`src/rtl/seg_pkg.sv`:
```
// seg_pkg: shared constants for the seven-segment scan driver.
// Holds the active-high hex glyph table, digit count and idle pin levels.
package seg_pkg;

    localparam int DIGITS = 8;

    localparam logic [DIGITS-1:0] ANODE_OFF = 8'hFF;
    localparam logic [7:0]        CAT_OFF   = 8'hFF;

    // Active-high segments g..a, indexed by nibble value.
    localparam logic [15:0][6:0] HEX7_TABLE = {
        7'h71, 7'h79, 7'h5E, 7'h39,
        7'h7C, 7'h77, 7'h6F, 7'h7F,
        7'h07, 7'h7D, 7'h6D, 7'h66,
        7'h4F, 7'h5B, 7'h06, 7'h3F
    };

endpackage

```
`src/rtl/seg_hex_decode.sv`:
```
// seg_hex_decode: 4-bit nibble to active-high 7-segment glyph (g..a).
// Ports: nibble (in, 4), segs (out, 7).
module seg_hex_decode
    import seg_pkg::*;
(
    input  logic [3:0] nibble,
    output logic [6:0] segs
);

    always_comb begin
        segs = HEX7_TABLE[nibble];
    end

endmodule

```
`src/rtl/seg_scan.sv`:
```
// seg_scan: 8-digit time-multiplexed seven-segment driver with frame shadow.
// Ports: clk, reset (async active-low), en, seg_value[31:0], dp_mask[7:0],
//        an[7:0] (active-low), cat[7:0] (active-low, cat[7]=dp), frame_done.
// Build option: SEG_LEADING_ZERO_BLANK_EN blanks leading zero digits 7..1.
module seg_scan
    import seg_pkg::*;
#(
    parameter int SCAN_DIV = 50000,
    parameter int CNT_W    = 20
) (
    input  logic              clk,
    input  logic              reset,
    input  logic              en,
    input  logic [31:0]       seg_value,
    input  logic [DIGITS-1:0] dp_mask,
    output logic [DIGITS-1:0] an,
    output logic [7:0]        cat,
    output logic              frame_done
);

    logic [CNT_W-1:0] cnt;
    logic [2:0]       idx;
    logic [39:0]      shadow;

    logic        tick;
    logic        load;
    logic [31:0] eff_val;
    logic [7:0]  eff_dp;
    logic [3:0]  sel_nib;
    logic        sel_dp;
    logic [6:0]  glyph;
    logic        blank_sel;

    assign tick = en && (cnt == CNT_W'(SCAN_DIV - 1));
    assign load = (cnt == '0) && (idx == 3'd0);

    // The output stage sees the incoming word in the load cycle so the
    // first cycle of digit 0 already shows the new frame's value.
    always_comb begin
        eff_val = shadow[39:8];
        eff_dp  = shadow[7:0];
        if (load) begin
            eff_val = seg_value;
            eff_dp  = dp_mask;
        end
        sel_nib = eff_val[{idx, 2'b00} +: 4];
        sel_dp  = eff_dp[idx];
    end

`ifdef SEG_LEADING_ZERO_BLANK_EN
    logic [7:0] blank;
    logic       run;

    // Digit k is blanked when every nibble from 7 down to k is zero.
    always_comb begin
        blank = '0;
        run   = 1'b1;
        for (int k = 7; k >= 1; k--) begin
            run      = run & (eff_val[k*4 +: 4] == 4'h0);
            blank[k] = run;
        end
        blank_sel = blank[idx];
    end
`else
    assign blank_sel = 1'b0;
`endif

    seg_hex_decode u_dec (
        .nibble (sel_nib),
        .segs   (glyph)
    );

    always_ff @(posedge clk or negedge reset) begin
        if (!reset) begin
            cnt        <= '0;
            idx        <= 3'd0;
            shadow     <= '0;
            an         <= ANODE_OFF;
            cat        <= CAT_OFF;
            frame_done <= 1'b0;
        end else begin
            if (!en) begin
                cnt <= '0;
                idx <= 3'd0;
            end else if (tick) begin
                cnt <= '0;
                idx <= idx + 3'd1;
            end else begin
                cnt <= cnt + 1'b1;
            end

            if (load) begin
                shadow <= {seg_value, dp_mask};
            end

            frame_done <= tick && (idx == 3'd7);

            if (en) begin
                an  <= ~(8'b1 << idx);
                cat <= {~sel_dp, blank_sel ? 7'h7F : ~glyph};
            end else begin
                an  <= ANODE_OFF;
                cat <= CAT_OFF;
            end
        end
    end

endmodule
```
`config.mk`:
```
export PLATFORM = sky130hd
export DESIGN_NAME = seg_scan
export DESIGN_NICKNAME = d
export VERILOG_FILES = /design/src/rtl/seg_pkg.sv /design/src/rtl/seg_hex_decode.sv /design/src/rtl/seg_scan.sv
export SDC_FILE = /design/constraint.sdc
export NUM_CORES = 1
export LEC_CHECK = 0
export CAP_MARGIN = 25
export CORE_MARGIN = 8
export CORE_UTILIZATION = 45
export CTS_BUF_LIST = sky130_fd_sc_hd__clkbuf_4 sky130_fd_sc_hd__clkbuf_8
export DETAILED_ROUTE_END_ITERATION = 10
export GPL_ROUTABILITY_DRIVEN = 0
export PLACE_DENSITY = 0.68
export SLEW_MARGIN = 5
export SYNTH_ARGS = -nofsm -noshare
export SYNTH_HDL_FRONTEND = slang
export SYNTH_SLANG_ARGS = --single-unit
```
`constraint.sdc`:
```
create_clock -name clk -period 4.83 [get_ports clk]
set_input_delay 1.449 -clock clk [delete_from_list [all_inputs] [get_ports clk]]
set_output_delay 1.449 -clock clk [all_outputs]
set_load 0.01 [all_outputs]
```
==> results.json <==
{
  "synth_ff_type": "dfrtp_1",
  "min_period_over_period": 0.8237,
  "maxSlewHeadroom": 0.4544,
  "final_core_util": 0.5647,
  "final_nets": 535,
  "fmax_ghz": 0.2514,
  "multiInputGateArea_mm2": 0.001846,
  "antenna_left": 0,
  "r2r_end": "cat[5]",
  "root_buffer": "clkbuf_8",
  "setup_slack_ps": 851.5,
  "ys.warnings.count": 0,
  "dp_slack_ps": 914.3,
  "fp.dieW_um": 110.8,
  "register_area_mm2": 0.002022,
  "cts_made_buffers": 9,
  "n_antenna_cell": 0,
  "end_kind": "register",
  "period_minus_slack_ps": 3978,
  "hold_slack_ps": 470.4,
  "drv_slew": 0,
  "antenna_found_initial": 0,
  "syn_to_final_growth_pct": 21.90,
  "cts_tree": "built",
  "required_ps": 5100,
  "arrival_ps": 4250,
  "drc": 0,
  "yosysTopAreaCell": "dfrtp_1",
  "vias": 3092,
  "synth_cell_type_count": 61,
  "cp_max_fo": 45,
  "setup_tns_ps": 0,
  "wl_mm": 9.088,
  "drive_above_1_share": 0.1237,
  "netlist_area_mm2": 0.004040,
  "die_height_um": 110.8,
  "synthCells": 429,
  "yosys_register_bits": 80,
  "io_pins": 60,
  "worst_setup_path_start_kind": "register",
  "path_clk_slew_ps": 80,
  "dieArea_mm2": 0.01227,
  "grt_start_max_net_pins": 81,
  "syn_nets": 484,
  "synth_most_common_cell": "nand2_1",
  "yosys-top-cells-area": "dfrtp_1 (40%), nand2_1 (11%), dfstp_2 (10%), ha_1 (3.7%), nor2_1 (3.4%)",
  "grt_pass1_wl_mm": 15.59,
  "core_area_mm2": 0.008721,
  "fp-row-count": 34,
  "crit_type": "reg2reg",
  "first_global_vias": 3210,
  "postCtsResizedCells": 0,
  "initial_core_util": 0.4633,
  "clock_skew_ps": 12.45,
  "rr_worst_depth": 9,
  "vias_per_cell": 5.214,
  "powerDensity_mw_per_mm2": 345.9,
  "tightestPinTransition_ps": 816.9,
  "portBuffers": 59,
  "drtPass1Iterations": 4,
  "h-tree-depth": 3,
  "wl_per_cell_um": 15.33,
  "drtIter0Drc": 149,
  "fillers": 788,
  "vdd_drop_max_mv": 0.1453,
  "startpoint": "idx[1]",
  "dp_hpwl_mm": 6.586,
  "async_flop_share": 1.000,
  "post_cts_buffers": 0,
  "track_usage": 0.1509,
  "hold_path_depth": 2,
  "r2r_slack_ps": 850,
  "max_cap_viol_count": 0,
  "grt_overflow": 0,
  "leakage_nw": 2.209,
  "run_status": "completed",
  "ys_seq_area_frac": 0.5005,
  "hp-start": "shadow[33]",
  "synth_edf_count": 0,
  "ys_top_cells_by_count": "nand2_1 (121), dfrtp_1 (64), nor2_1 (37)",
  "rsz0062_at_grt": "no",
  "clock_latency_ps": 350,
  "avgSynthCellArea_um2": 9.418,
  "reg2reg_from": "idx[1]",
  "hold_path.class": "reg2reg",
  "hold_end": "shadow[33]",
  "cts_hold_buf": 0,
  "finalSetupViolations": 0,
  "final_hold_viol_count": 0,
  "yosysTopAreaCellShare": 0.3964,
  "cts.sinks": 80,
  "clockBufferDepth": 2
}
[worst max-delay path, stage by stage, from the launching register on]
cell and delay, ps:
dfrtp_1 780, inv_1 440, ha_1 370, and4_1 300, nand2_4 390, a311o_1 240
o21ai_1 80, a211oi_2 720, nor2b_1 180, a221o_1 390
[layout make-up]
cell class / count / share of cell area
Sequential cell: 80 / 0.4106
Multi-Input combinational cell: 311 / 0.3747
Timing Repair Buffer: 63 / 0.1296
Clock buffer: 11 / 0.02947
Tap cell: 108 / 0.02744
Clock inverter: 5 / 0.01626
Inverter: 15 / 0.01194
[power by group]
group          switching, mW  total [mW]  leakage (nW)  internal [mW]
registers             0.0349       0.798         0.985          0.763
logic                  0.196       0.352          1.11          0.156
clock network          0.242       0.554         0.117          0.312
[worst max path at each step]
stage	to	slack, ps	depth (start not counted)
after global routing	cat[5]	620	9
after CTS	cat[5]	910	9
after detailed placement	cat[5]	910	9
after floorplan	cat[5]	1560	12
after global placement	cat[5]	1080	9
final	cat[5]	850	9
[stage by stage]
step / area (um2) / cells / total power, mW
floorplan: 4040 / 429 / 1.035
global placement: 4672 / 576 / 1.151
detailed placement: 4672 / 576 / 1.163
CTS: 4897 / 592 / 1.712
global route: 4925 / 593 / 1.795
finish: 4925 / 593 / 1.703
[cells by family (layout without fill, tap and decap cells)]
group	count (synthesis)	count (layout)	share of synthesized area
AO/OA/AOI/OAI	54	54	0.09787
XOR/XNOR	18	18	0.03902
adder cells (fa/ha/maj)	12	12	0.03716
buffers and inverters	38	94	0.04274
flip-flops	80	80	0.5005
multiplexers	13	13	0.04088
AND/OR/NAND/NOR	214	214	0.2419
[flip-flops by register name (all words and copies together) (netlist names)]
| register | count |
|---|---|
| cnt | 20 |
| frame_done | 1 |
| cat | 8 |
| an | 8 |
| idx | 3 |
| shadow | 40 |
[metal layers]
layer,part of all wire,up-vias,GRT usage
met5,0,-,0
met4,0.010,0,0.04414
met3,0.049,9,0.04167
met2,0.48,74,0.2448
met1,0.46,1475,0.1909
li1,-,1534,-
[cell usage in the layout, fill, tap and decap left out, types with 5 or more instances in the layout]
cell,synthesis,final
ha_1,12,12
clkdlybuf4s50_1,0,58
inv_1,12,12
clkbuf_8,0,10
a21oi_1,9,9
mux2i_1,6,6
nor3_1,5,5
xnor2_1,9,9
o211ai_1,5,5
nand2_1,121,121
nand3_1,20,20
and3_1,7,7
xor2_1,9,9
dfstp_2,16,16
dfrtp_1,64,64
o21ai_0,10,10
nor2_1,37,37
Power figures use the tool's default switching activity.
